==> config.mk <==
export PLATFORM = sky130hd
export DESIGN_NAME = axil_reg_bridge
export DESIGN_NICKNAME = d
export VERILOG_FILES = /design/src/rtl/axil_pkg.sv /design/src/rtl/axil_reg_bridge.sv
export SDC_FILE = /design/constraint.sdc
export NUM_CORES = 1
export LEC_CHECK = 0
export CAP_MARGIN = 20
export CORE_UTILIZATION = 35
export DETAILED_ROUTE_END_ITERATION = 12
export PLACE_DENSITY = 0.87
export SYNTH_ARGS = -nofsm -noshare
export SYNTH_HDL_FRONTEND = slang
export SYNTH_SLANG_ARGS = --single-unit
==> constraint.sdc <==
create_clock -name clk -period 4.85 [get_ports clk]
set_input_delay 0.485 -clock clk [delete_from_list [all_inputs] [get_ports clk]]
set_output_delay 0.485 -clock clk [all_outputs]
set_load 0.005 [all_outputs]
==> src/rtl/axil_pkg.sv <==
// axil_pkg: shared AXI-Lite response codes and FSM state types for axil_reg_bridge.
package axil_pkg;

  localparam logic [1:0] RESP_OKAY   = 2'b00;
  localparam logic [1:0] RESP_SLVERR = 2'b10;

  typedef enum logic [1:0] {
    W_IDLE,
    W_EXEC,
    W_RESP
  } wr_state_t;

  typedef enum logic [1:0] {
    R_IDLE,
    R_EXEC,
    R_WAIT,
    R_RESP
  } rd_state_t;

endpackage

==> src/rtl/axil_reg_bridge.sv <==
// axil_reg_bridge: AXI4-Lite slave that turns each write/read into a one-cycle
// register-bus strobe. Write and read channels are independent FSMs, each with
// one transaction in flight. All AXI outputs come straight from flops.
// Optional feature: define AXIL_ADDR_CHECK_EN to answer word addresses at or
// beyond NUM_REGS with SLVERR and no strobe; otherwise the index simply wraps.
module axil_reg_bridge
  import axil_pkg::*;
#(
  parameter  int ADDR_W   = 21,
  parameter  int DATA_W   = 32,
  parameter  int NUM_REGS = 16,
  localparam int IDX_W    = $clog2(NUM_REGS),
  localparam int STRB_W   = DATA_W / 8
) (
  input  logic              clk,
  input  logic              rst,
  input  logic              s_axil_awvalid,
  output logic              s_axil_awready,
  input  logic [ADDR_W-1:0] s_axil_awaddr,
  input  logic [2:0]        s_axil_awprot,
  input  logic              s_axil_wvalid,
  output logic              s_axil_wready,
  input  logic [DATA_W-1:0] s_axil_wdata,
  input  logic [STRB_W-1:0] s_axil_wstrb,
  output logic              s_axil_bvalid,
  input  logic              s_axil_bready,
  output logic [1:0]        s_axil_bresp,
  input  logic              s_axil_arvalid,
  output logic              s_axil_arready,
  input  logic [ADDR_W-1:0] s_axil_araddr,
  input  logic [2:0]        s_axil_arprot,
  output logic              s_axil_rvalid,
  input  logic              s_axil_rready,
  output logic [DATA_W-1:0] s_axil_rdata,
  output logic [1:0]        s_axil_rresp,
  output logic              reg_wr_en,
  output logic [IDX_W-1:0]  reg_wr_idx,
  output logic [DATA_W-1:0] reg_wr_data,
  output logic [STRB_W-1:0] reg_wr_strb,
  output logic              reg_rd_en,
  output logic [IDX_W-1:0]  reg_rd_idx,
  input  logic [DATA_W-1:0] reg_rd_data
);

  wr_state_t             wr_state_reg, wr_state_next;
  logic                  awready_reg, awready_next;
  logic                  wready_reg, wready_next;
  logic                  aw_held_reg, aw_held_next;
  logic                  w_held_reg, w_held_next;
  logic                  wr_err_reg, wr_err_next;
  logic                  wr_en_reg, wr_en_next;
  logic                  bvalid_reg, bvalid_next;
  logic [1:0]            bresp_reg, bresp_next;
  logic [IDX_W-1:0]      wr_idx_reg, wr_idx_next;
  logic [DATA_W-1:0]     wr_data_reg, wr_data_next;
  logic [STRB_W-1:0]     wr_strb_reg, wr_strb_next;

  rd_state_t             rd_state_reg, rd_state_next;
  logic                  arready_reg, arready_next;
  logic                  rd_err_reg, rd_err_next;
  logic                  rd_en_reg, rd_en_next;
  logic                  rvalid_reg, rvalid_next;
  logic [1:0]            rresp_reg, rresp_next;
  logic [IDX_W-1:0]      rd_idx_reg, rd_idx_next;
  logic [DATA_W-1:0]     rdata_reg, rdata_next;

  logic aw_fire, w_fire, ar_fire;
  logic aw_err, ar_err;
  logic unused_bits;

  assign aw_fire = s_axil_awvalid & awready_reg;
  assign w_fire  = s_axil_wvalid  & wready_reg;
  assign ar_fire = s_axil_arvalid & arready_reg;

`ifdef AXIL_ADDR_CHECK_EN
  assign aw_err = (s_axil_awaddr[ADDR_W-1:2] >= (ADDR_W-2)'(NUM_REGS));
  assign ar_err = (s_axil_araddr[ADDR_W-1:2] >= (ADDR_W-2)'(NUM_REGS));
`else
  assign aw_err = 1'b0;
  assign ar_err = 1'b0;
`endif

  // Protection bits and byte-offset/upper address bits carry no meaning here.
  assign unused_bits = ^{s_axil_awprot, s_axil_arprot, s_axil_awaddr, s_axil_araddr};

  // Write channel: gather AW and W in any order, strobe once, then respond.
  always_comb begin
    wr_state_next = wr_state_reg;
    awready_next  = awready_reg;
    wready_next   = wready_reg;
    aw_held_next  = aw_held_reg;
    w_held_next   = w_held_reg;
    wr_err_next   = wr_err_reg;
    wr_en_next    = 1'b0;
    bvalid_next   = bvalid_reg;
    bresp_next    = bresp_reg;
    wr_idx_next   = wr_idx_reg;
    wr_data_next  = wr_data_reg;
    wr_strb_next  = wr_strb_reg;
    case (wr_state_reg)
      W_IDLE: begin
        awready_next = ~aw_held_reg & ~aw_fire;
        wready_next  = ~w_held_reg & ~w_fire;
        if (aw_fire) begin
          aw_held_next = 1'b1;
          wr_idx_next  = s_axil_awaddr[2 +: IDX_W];
          wr_err_next  = aw_err;
        end
        if (w_fire) begin
          w_held_next  = 1'b1;
          wr_data_next = s_axil_wdata;
          wr_strb_next = s_axil_wstrb;
        end
        if ((aw_held_reg | aw_fire) && (w_held_reg | w_fire)) begin
          aw_held_next  = 1'b0;
          w_held_next   = 1'b0;
          // The error flag is only in the register if AW arrived earlier.
          wr_en_next    = aw_fire ? ~aw_err : ~wr_err_reg;
          wr_state_next = W_EXEC;
        end
      end
      W_EXEC: begin
        bvalid_next   = 1'b1;
        bresp_next    = wr_err_reg ? RESP_SLVERR : RESP_OKAY;
        wr_state_next = W_RESP;
      end
      W_RESP: begin
        if (s_axil_bready) begin
          bvalid_next   = 1'b0;
          awready_next  = 1'b1;
          wready_next   = 1'b1;
          wr_state_next = W_IDLE;
        end
      end
      default: wr_state_next = W_IDLE;
    endcase
  end

  // Write channel state and registered outputs.
  always_ff @(posedge clk or posedge rst) begin
    if (rst) begin
      wr_state_reg <= W_IDLE;
      awready_reg  <= 1'b0;
      wready_reg   <= 1'b0;
      aw_held_reg  <= 1'b0;
      w_held_reg   <= 1'b0;
      wr_err_reg   <= 1'b0;
      wr_en_reg    <= 1'b0;
      bvalid_reg   <= 1'b0;
      bresp_reg    <= RESP_OKAY;
      wr_idx_reg   <= '0;
      wr_data_reg  <= '0;
      wr_strb_reg  <= '0;
    end else begin
      wr_state_reg <= wr_state_next;
      awready_reg  <= awready_next;
      wready_reg   <= wready_next;
      aw_held_reg  <= aw_held_next;
      w_held_reg   <= w_held_next;
      wr_err_reg   <= wr_err_next;
      wr_en_reg    <= wr_en_next;
      bvalid_reg   <= bvalid_next;
      bresp_reg    <= bresp_next;
      wr_idx_reg   <= wr_idx_next;
      wr_data_reg  <= wr_data_next;
      wr_strb_reg  <= wr_strb_next;
    end
  end

  // Read channel: accept AR, strobe once, capture data a cycle later, respond.
  always_comb begin
    rd_state_next = rd_state_reg;
    arready_next  = arready_reg;
    rd_err_next   = rd_err_reg;
    rd_en_next    = 1'b0;
    rvalid_next   = rvalid_reg;
    rresp_next    = rresp_reg;
    rd_idx_next   = rd_idx_reg;
    rdata_next    = rdata_reg;
    case (rd_state_reg)
      R_IDLE: begin
        arready_next = ~ar_fire;
        if (ar_fire) begin
          rd_idx_next   = s_axil_araddr[2 +: IDX_W];
          rd_err_next   = ar_err;
          rd_en_next    = ~ar_err;
          rd_state_next = R_EXEC;
        end
      end
      R_EXEC: rd_state_next = R_WAIT;
      R_WAIT: begin
        rdata_next    = rd_err_reg ? '0 : reg_rd_data;
        rresp_next    = rd_err_reg ? RESP_SLVERR : RESP_OKAY;
        rvalid_next   = 1'b1;
        rd_state_next = R_RESP;
      end
      R_RESP: begin
        if (s_axil_rready) begin
          rvalid_next   = 1'b0;
          arready_next  = 1'b1;
          rd_state_next = R_IDLE;
        end
      end
      default: rd_state_next = R_IDLE;
    endcase
  end

  // Read channel state and registered outputs.
  always_ff @(posedge clk or posedge rst) begin
    if (rst) begin
      rd_state_reg <= R_IDLE;
      arready_reg  <= 1'b0;
      rd_err_reg   <= 1'b0;
      rd_en_reg    <= 1'b0;
      rvalid_reg   <= 1'b0;
      rresp_reg    <= RESP_OKAY;
      rd_idx_reg   <= '0;
      rdata_reg    <= '0;
    end else begin
      rd_state_reg <= rd_state_next;
      arready_reg  <= arready_next;
      rd_err_reg   <= rd_err_next;
      rd_en_reg    <= rd_en_next;
      rvalid_reg   <= rvalid_next;
      rresp_reg    <= rresp_next;
      rd_idx_reg   <= rd_idx_next;
      rdata_reg    <= rdata_next;
    end
  end

  assign s_axil_awready = awready_reg;
  assign s_axil_wready  = wready_reg;
  assign s_axil_bvalid  = bvalid_reg;
  assign s_axil_bresp   = bresp_reg;
  assign s_axil_arready = arready_reg;
  assign s_axil_rvalid  = rvalid_reg;
  assign s_axil_rdata   = rdata_reg;
  assign s_axil_rresp   = rresp_reg;
  assign reg_wr_en      = wr_en_reg;
  assign reg_wr_idx     = wr_idx_reg;
  assign reg_wr_data    = wr_data_reg;
  assign reg_wr_strb    = wr_strb_reg;
  assign reg_rd_en      = rd_en_reg;
  assign reg_rd_idx     = rd_idx_reg;

endmodule

==> summary.md <==
| Metric | Value |
|---|---|
| Outcome | `finished clean` |
| Power, Total | `3.442 mW` |
| Gate Count Post-Synth | `219` |
| 1st-iter DRT viols | `27` |
| Leakage power | `2.299 nW` |
| First-pass GRT wire length | `11,580 microns` |
| Remaining antenna violation count | `0` |
| Max IR drop VDD | `0.3675 mV` |
| RD Place Congestion | `0.7132` |
| Die footprint | `10,400 sq um` |
| DP HPWL | `5562 microns` |
| CTS buffer count | `9` |
| Syn-to-layout area delta | `56.49%` |
| Grt met2 use | `24.06%` |
| Vias in the first global route | `2,468` |
| Yosys reg bits | `89` |
| R2R cell count | `2` |
| Share of layout cells above drive strength 1 | `24.94%` |
| Max frequency | `0.5278 GHz` |
| Synth warnings | `0` |
| GR Util met1 | `17.00%` |
| R2r setup slk | `3050 ps` |
| Worst-path clk slew | `80 ps` |
| Post-CTS Setup Bufs | `0` |
| Mean Syn Cell Area | `15.97 sq um` |
| Antenna cells | `0` |
| Port Buffers | `165` |
| CTS root buf | `clkbuf_8` |
| Sw frac | `27.62%` |
| Setup Total Neg Slack | `0 ps` |
| Crit path max fanout | `38` |
| CTS Hold Bufs | `0` |
| Worst EP arrival | `2130 ps` |
| Worst-margin pin slew | `704.5 ps` |
| CP endpoint kind | `register` |
| Final hold violation count | `0` |
| Core Footprint | `9729 sq um` |
| Worst Hold Class | `input pin to async pin` |
| Period utilization | `39.06%` |
| Max-slew headroom | `53.03%` |
| Leading cell type in the layout, fill and taps excluded | `clkdlybuf4s50_1` |
| Fin crit period | `1895 ps` |
| Number of flops mapped to enable cells by yosys | `0` |
| Initial antenna violation count | `0` |
| RSZ-0062 raised after global routing | `no` |
| Pint | `2.492 mW` |
| Die X | `102.0 microns` |
| Async set-reset flop share out of synthesis | `100.0%` |
| Post-Route WL | `7435 microns` |
| NetSw | `0.9510 mW` |
| Global Route met3 Usage | `5.609%` |
| Critical path class | `input pin to register` |
| Die Height | `102.0 microns` |
| First drt pass iteration count | `4` |
| Worst slack, placed | `2575 ps` |
| Max cap viols | `0` |
| Comb pwr share | `47.2%` |
| Final-layout fill cell count | `844` |
| Post-synth top flop | `dfrtp_1` |
| # DRC | `0` |
| Largest net degree at the start of global routing | `55` |
| Sink Count | `89` |
| Sequential power share | `38.6%` |
| Nets | `514` |
| Total grt overflow | `0` |
| Power Density | `629.0 nW/um^2` |
| Clk_lat worst skew | `350 ps` |
| Boundary pin count | `210` |
| Most frequent cells in the layout | `clkdlybuf4s50_1 (165), dfrtp_1 (89), mux2_2 (58), mux2_4 (18), clkbuf_8 (9)` |
| Total number of vias | `2,371` |
| Worst r2r src | `wr_state_reg[0]` |
| Vias per cell | `4.508` |
| Mapped Area | `3497 sq um` |
| Layout Skew | `10.31 ps` |
| Clock power share | `14.2%` |
| Crit start category | `input pin` |
| CP required | `5090 ps` |
| Site Rows | `36` |
| Post_cts resized | `0` |
| Cell variety after synth | `25` |
| WL per Instance | `14.13 microns` |
| All-Layer GR Usage | `14.64%` |
| PnR worst setup slack | `2955 ps` |
| Hold Slack | `311.2 ps` |
| Initial Utilization | `35.94%` |
| Final setup viols | `0` |
| Fin. max-slew vios | `0` |
| RR Endpoint | `reg_wr_data[15]` |
| Clk buf depth | `2` |
| Busiest grt layer | `met2` |
| CTS tree | `built` |
| Post-synthesis sequential area ratio | `63.69%` |
| H-tree depth | `3` |
==> worst max-delay path by stage <==
stage	from	slack, ps	endpoint
2_1_floorplan	rst	2060	aw_held_reg
3_3_place_gp	s_axil_wvalid	2620	reg_wr_data[17]
3_5_place_dp	s_axil_wvalid	2580	reg_wr_data[21]
4_1_cts	s_axil_wvalid	2970	reg_wr_data[15]
5_1_grt	s_axil_wvalid	2910	reg_wr_data[21]
6_report	s_axil_wvalid	2960	reg_wr_data[15]
==> cells in the mapped netlist (all sizes together) (2+ instances only) <==
library cell / instances / area, sq um
nand2: 2 / 7.510
o21a: 4 / 30.03
inv: 8 / 30.03
nor2: 5 / 18.77
dfrtp: 89 / 2227
a21oi: 7 / 38.79
ha: 3 / 37.54
mux2: 77 / 934.7
buf: 12 / 88.83
nand3: 2 / 10.01
==> metal layers <==
layer	vias up	share of wire, %
li1	1087	-
met1	1175	39
met2	100	51
met3	9	8.9
met4	0	1.1
met5	-	0
==> kinds of logic after synthesis <==
family / count (synthesis) / share of synthesized area (%)
and+or+nand+nor: 12 / 1.861
AOI/OAI and AO/OA: 16 / 3.041
buffers and inverters: 21 / 3.506
other: 1 / 0.1072
DFF: 89 / 63.69
adders and majority gates: 3 / 1.073
muxes: 77 / 26.73
==> cell type report <==
class | count | area [sq um] | share of cell area (%)
repair buffers | 168 | 1694 | 30.96
inverters | 8 | 31.28 | 0.5716
well taps | 133 | 166.4 | 3.041
clock buffers | 9 | 123.9 | 2.263
clock inverters | 7 | 71.32 | 1.303
flip-flops and latches | 89 | 2227 | 40.70
multi-input cells | 112 | 1159 | 21.17
==> metrics by stage <==
step,instance area (sq um),instances,utilization (%)
6_report,5473,526,56.25
5_1_grt,5473,526,56.25
2_1_floorplan,3508,222,-
3_3_place_gp,5250,509,53.96
4_1_cts,5445,525,55.97
3_5_place_dp,5250,509,53.96
==> power groups by stage <==
stage / Sequential [mW] / Combinational, mW / Clock [mW]
floorplan: 1.36 / 0.744 / 0
global placement: 1.32 / 1.60 / 0
detailed placement: 1.35 / 1.65 / 0
CTS: 1.34 / 1.65 / 0.518
global route: 1.38 / 1.75 / 0.546
finish: 1.33 / 1.62 / 0.490
==> worst max-delay path, cell delays in order <==
cell             delay [ps]
clkdlybuf4s50_1         490
and4bb_4                720
mux2_2                  420
Power figures use the tool's default switching activity.
